`src/rtl/izh_neuron_array.sv`:
```
// Time-multiplexed array of Izhikevich neurons: one shared saturating fixed-point
// datapath visits every neuron once per step request and streams spike events.
module izh_neuron_array #(
  parameter int N_NEURONS = 4,
  parameter int WIDTH     = 18,
  parameter int DT_SHIFT  = 2,
  parameter int U_SHIFT   = 4,
  localparam int ID_W     = ($clog2(N_NEURONS) > 1) ? $clog2(N_NEURONS) : 1
) (
  input  logic                 clk,
  input  logic                 rst_n,
  input  logic                 step,
  input  logic                 cfg_we,
  input  logic                 cfg_sel,
  input  logic [ID_W-1:0]      cfg_addr,
  input  logic [WIDTH-1:0]     cfg_data,
  output logic                 busy,
  output logic                 done,
  output logic                 spike_valid,
  output logic [ID_W-1:0]      spike_id,
  output logic [WIDTH-1:0]     v_out,
  output logic [ID_W-1:0]      v_id,
  output logic [N_NEURONS-1:0] spike_mask
);
  localparam int F  = WIDTH - 2;
  localparam int XW = WIDTH + 3;

  // num/den rounded to nearest at F fractional bits, integer-only
  function automatic logic signed [WIDTH-1:0] fx(input longint num, input longint den);
    longint mag;
    mag = (((num < 0) ? -num : num) <<< (F + 1)) + den;
    mag = mag / (2 * den);
    return WIDTH'((num < 0) ? -mag : mag);
  endfunction

  function automatic logic signed [XW-1:0] sxt(input logic signed [WIDTH-1:0] x);
    return {{(XW-WIDTH){x[WIDTH-1]}}, x};
  endfunction

  function automatic logic signed [WIDTH-1:0] sat(input logic signed [XW-1:0] x);
    if (&x[XW-1:WIDTH-1] || ~|x[XW-1:WIDTH-1]) return x[WIDTH-1:0];
    return x[XW-1] ? {1'b1, {(WIDTH-1){1'b0}}} : {1'b0, {(WIDTH-1){1'b1}}};
  endfunction

  localparam logic signed [WIDTH-1:0] V_RST = fx(-70, 100);
  localparam logic signed [WIDTH-1:0] U_RST = fx(-20, 100);
  localparam logic signed [WIDTH-1:0] VPEAK = fx(30, 100);
  localparam logic signed [WIDTH-1:0] K_I14 = fx(140, 100) >>> 2;
  localparam logic signed [WIDTH-1:0] C_065 = fx(-65, 100);
  localparam logic signed [WIDTH-1:0] C_055 = fx(-55, 100);
  localparam logic signed [WIDTH-1:0] C_050 = fx(-50, 100);
  localparam logic signed [WIDTH-1:0] D_080 = fx(8, 100);
  localparam logic signed [WIDTH-1:0] D_040 = fx(4, 100);
  localparam logic signed [WIDTH-1:0] D_020 = fx(2, 100);
  localparam logic signed [WIDTH-1:0] D_005 = fx(5, 1000);

  typedef enum logic [1:0] {S_IDLE, S_RUN, S_DONE} state_t;

  state_t                           state_q;
  logic [ID_W-1:0]                  idx_q;
  logic [N_NEURONS-1:0][WIDTH-1:0]  v_q, u_q, i_q;
  logic [N_NEURONS-1:0][2:0]        mode_q;
  logic [N_NEURONS-1:0]             acc_q, mask_q;
  logic                             busy_q, done_q, spk_v_q;
  logic [ID_W-1:0]                  spk_id_q, v_id_q;
  logic [WIDTH-1:0]                 v_out_q;

  logic [2:0]                       a_sh, b_sh;
  logic signed [WIDTH-1:0]          c_k, d_k, v_r, u_r, i_r, sq, v_d, u_d;
  logic signed [2*WIDTH-1:0]        vw, p;
  logic signed [XW-1:0]             vx, ux, ix, dv, du;
  logic                             fire, unused_p;
  logic [N_NEURONS-1:0]             fire_bits;

  always_comb begin
    a_sh = 3'd5; b_sh = 3'd2; c_k = C_065; d_k = D_080;
    case (mode_q[idx_q])
      3'd1: begin c_k = C_055; d_k = D_040; end
      3'd2: begin c_k = C_050; d_k = D_020; end
      3'd3: begin a_sh = 3'd3; b_sh = 3'd1; d_k = D_020; end
      3'd4: begin b_sh = 3'd1; d_k = D_005; end
      3'd5: begin a_sh = 3'd3; b_sh = 3'd1; d_k = D_020; end
      3'd6: begin b_sh = 3'd1; d_k = D_020; end
      default: ;
    endcase
  end

  always_comb begin
    v_r = v_q[idx_q];
    u_r = u_q[idx_q];
    i_r = i_q[idx_q];
    vx  = sxt(v_r);
    ux  = sxt(u_r);
    ix  = sxt(i_r);
    vw  = {{WIDTH{v_r[WIDTH-1]}}, v_r};
    p   = vw * vw;
    // v^2 back in Q2.F: keep the product sign, drop the extra integer bits
    sq  = {p[2*WIDTH-1], p[F+WIDTH-2:F]};
    unused_p = ^{p[2*WIDTH-2:F+WIDTH-1], p[F-1:0]};
    dv  = sxt(sq) + vx + (vx >>> 2) + sxt(K_I14) - (ux >>> 2) + (ix >>> 2);
    du  = ((vx >>> b_sh) - ux) >>> a_sh;
    fire = v_r > VPEAK;
    v_d = fire ? c_k : sat(vx + (dv >>> DT_SHIFT));
    u_d = fire ? sat(ux + sxt(d_k)) : sat(ux + (du >>> U_SHIFT));
    fire_bits = '0;
    fire_bits[idx_q] = fire;
  end

  always_ff @(posedge clk) begin
    if (!rst_n) begin
      state_q  <= S_IDLE;
      idx_q    <= '0;
      acc_q    <= '0;
      mask_q   <= '0;
      busy_q   <= 1'b0;
      done_q   <= 1'b0;
      spk_v_q  <= 1'b0;
      spk_id_q <= '0;
      v_id_q   <= '0;
      v_out_q  <= '0;
      for (int k = 0; k < N_NEURONS; k++) begin
        v_q[k]    <= V_RST;
        u_q[k]    <= U_RST;
        i_q[k]    <= '0;
        mode_q[k] <= '0;
      end
    end else begin
      done_q  <= 1'b0;
      spk_v_q <= 1'b0;
      // config lands at the edge, so a same-cycle update still sees the old value
      if (cfg_we) begin
        if (cfg_sel) mode_q[cfg_addr] <= cfg_data[2:0];
        else         i_q[cfg_addr]    <= cfg_data;
      end
      case (state_q)
        S_IDLE: if (step) begin
          state_q <= S_RUN;
          idx_q   <= '0;
          acc_q   <= '0;
          busy_q  <= 1'b1;
        end
        S_RUN: begin
          v_q[idx_q] <= v_d;
          u_q[idx_q] <= u_d;
          v_out_q    <= v_d;
          v_id_q     <= idx_q;
          spk_v_q    <= fire;
          if (fire) spk_id_q <= idx_q;
          if (idx_q == ID_W'(N_NEURONS - 1)) begin
            state_q <= S_DONE;
            done_q  <= 1'b1;
            mask_q  <= acc_q | fire_bits;
          end else begin
            idx_q <= idx_q + ID_W'(1);
            acc_q <= acc_q | fire_bits;
          end
        end
        S_DONE: begin
          state_q <= S_IDLE;
          busy_q  <= 1'b0;
        end
        default: state_q <= S_IDLE;
      endcase
    end
  end

  assign busy        = busy_q;
  assign done        = done_q;
  assign spike_valid = spk_v_q;
  assign spike_id    = spk_id_q;
  assign v_out       = v_out_q;
  assign v_id        = v_id_q;
  assign spike_mask  = mask_q;
endmodule

```
`config.mk`:
```
export PLATFORM = sky130hd
export DESIGN_NAME = izh_neuron_array
export DESIGN_NICKNAME = d
export VERILOG_FILES = /design/src/rtl/izh_neuron_array.sv
export SDC_FILE = /design/constraint.sdc
export NUM_CORES = 2
export LEC_CHECK = 0
export CAP_MARGIN = 20
export CORE_MARGIN = 2
export CORE_UTILIZATION = 40
export DETAILED_ROUTE_END_ITERATION = 16
export PLACE_DENSITY_LB_ADDON = 0.2
export SLEW_MARGIN = 25
export SYNTH_ARGS = -nofsm -noshare
export SYNTH_HDL_FRONTEND = slang
export SYNTH_SLANG_ARGS = --single-unit
```
`constraint.sdc`:
```
create_clock -name clk -period 18.7 [get_ports clk]
set_clock_uncertainty 0.1 [all_clocks]
set_input_delay 3.74 -clock clk [delete_from_list [all_inputs] [get_ports clk]]
set_output_delay 3.74 -clock clk [all_outputs]
set_load 0.05 [all_outputs]
```
==> out/results.ini <==
[critical_path]
arrival_ns=15.09
endpoint_kind=register
startpoint_type=register
cpMostUsedCell=fa_1
cp.required_ns=19.00
crit_family=adder cells
cp_max_fo=47
path_class=reg2reg
cp_slowest_cell=buf_4
path_buf_inv=11
cpPeakStageDelay_ns=0.73

[run_status]
status=complete, no violations

[placement]
hpwlAfterDp_um=59680
io_buffer_count=53
gp_congestion=0.9017

[synthesis]
synth_seq_area_share=0.1885
synth_area_per_cell_um2=8.815
yosys-top-cells-count=inv_1 (514), nand2_1 (370), fa_1 (358), dfxtp_1 (257), a21oi_1 (233)
yosysTopAreaCellShare=0.2626
ys_async_sr_fraction=0
synth-edff-count=0
synth_area_leader_cell=fa_1
synth_cell_types=92
synth_flop_cell=dfxtp_1
synth_fp_nets=3684
synth_seq_cells=257
ys_top_cells_by_area=fa_1 (26%), dfxtp_1 (19%), ha_1 (9.4%), inv_1 (7.1%), nand2_1 (5.1%)
yosys_warnings=0
yosysMostFrequentCell=inv_1
syn_inst=3096
synth_area_mm2=0.02729

[detailed_routing]
route.met2.wl_um=37120
wl_um=78180
ant_nets=0
vias_per_cell=5.468
routedLengthMet1_um=34610
vias=21640
maxUsedRoutingLayer=met4
routedWlPerCell_um=19.75
drtIter0Drc=1569
drc=0
routed-wl-met3_um=4203
first_pass_iters=6

[clock_tree]
cts-root-buf=clkbuf_16
cts_resized=0
path_clk_slew_ns=0.06
htreeDepth=1
cts_tree=yes
cts_hold_buf=0
cts.sinks=257
cts_post_setup_buffers_inserted=0
cts_max_path_buffers=3
cts_inserted_buffers=26
insertion_delay_ns=0.56

[sta]
max-slew-margin-rel=0.3481
hold_viol=0
layout_min_cycle_time_ns=14.78
setup_violations=0
fmax_ghz=0.06764
tightest_slew_ns=0.9779
slew_viol_final=0
fin_crit_sh=0.7906
tns_ns=0
rsz0062_at_grt=no

[floorplan]
core-area_mm2=0.06740
die_x_um=265.2
die_y_um=265.2
boundaryPins=54
fp-row-count=95
start_util=0.4049
die_area_mm2=0.07033

[grt]
grt_max_degree=104
grt_pass1_wl_um=125800
grt.total_usage=0.2266
overflow=0
grt_pass1_vias=22360
antenna_found_initial=0

[final_layout]
nets=3652
area_delta_synth_final_pct=7.716
layout-drive-gt1-share=0.06485

[worst_hold_path]
hp-class=reg2reg

[flow_run]
drv_cap=0

[flip-flops by register name, summed over array words and instances, names as in the netlist]
signal       flops
acc_q            4
busy             1
done             1
i_q             64
idx_q            2
mode_q          12
spike_id         2
spike_mask       4
spike_valid      1
state_q          2
u_q             72
v_id             2
v_out           18
v_q             72
[cells in the final DEF (no fill, tap or decap), drive strengths merged, types with 11 or more instances in the layout]
master,count
a211oi,16
a21o,56
a21oi,241
a31oi,16
and2,15
buf,23
clkbuf,33
clkdlybuf4s50,52
clkinv,13
dfxtp,257
fa,358
ha,205
inv,529
mux2,23
mux2i,37
mux4,36
nand2,376
nand2b,14
nand3,99
nor2,146
nor2b,13
nor3,24
o211ai,29
o21a,18
o21ai,216
o21bai,11
o22ai,19
or3,11
xnor2,63
xor2,37
[kinds of logic after synthesis]
logic type      count (synthesis)  synth area share
buf+inv                       666           0.09564
compound gates                678            0.1544
xor+xnor                      100           0.03209
mux                            96           0.05291
fa+ha+maj                     563            0.3566
simple gates                  736            0.1198
flops                         257            0.1885
[metrics by stage]
stage	hold WS [ns]	cell area, um^2	worst slack [ns]	std cells	util
after global routing	0.3711	29390	2.870	3957	0.4361
after global placement	0.3384	28490	4.319	3909	0.4227
final	0.3537	29400	3.915	3958	0.4362
after CTS	0.3556	29390	3.998	3957	0.4361
after detailed placement	0.3467	28490	4.059	3909	0.4227
after floorplan	0.3330	27290	6.026	3096	-
[metal layers]
metal / track usage / vias up
li1: - / 10050
met1: 0.3086 / 10790
met2: 0.3836 / 688
met3: 0.02388 / 111
met4: 0.06230 / 0
met5: 0 / -
[worst register-to-register path, delay by kind of cell, from the launching register on]
kind | cells | cell delay [ns]
buf+inv | 11 | 1.81
mux | 1 | 0.44
compound gates | 14 | 3.86
flops | 1 | 0.69
fa+ha+maj | 13 | 5.64
simple gates | 10 | 1.84
xor+xnor | 2 | 0.28
[layout make-up]
class | count | area, um^2
Tap cell | 873 | 1092
Inverter | 531 | 1998
Sequential cell | 257 | 5152
Fill cell | 6542 | 38000
Multi-Input combinational cell | 2173 | 19550
Clock inverter | 15 | 195.2
Timing Repair Buffer | 75 | 696.9
Clock buffer | 33 | 706.9
Antenna cell | 1 | 2.502
[final timing paths]
check,from,to,slack (ns),cells past startpoint
max,idx_q[1],v_q[69],3.92,51
min,i_q[34],i_q[34],0.35,2
max reg2reg,idx_q[1],v_q[69],3.92,51
min reg2reg,i_q[34],i_q[34],0.35,2
Power is not shown: default switching activity piles up to over one toggle a cycle in this logic, so the estimate is an artifact.
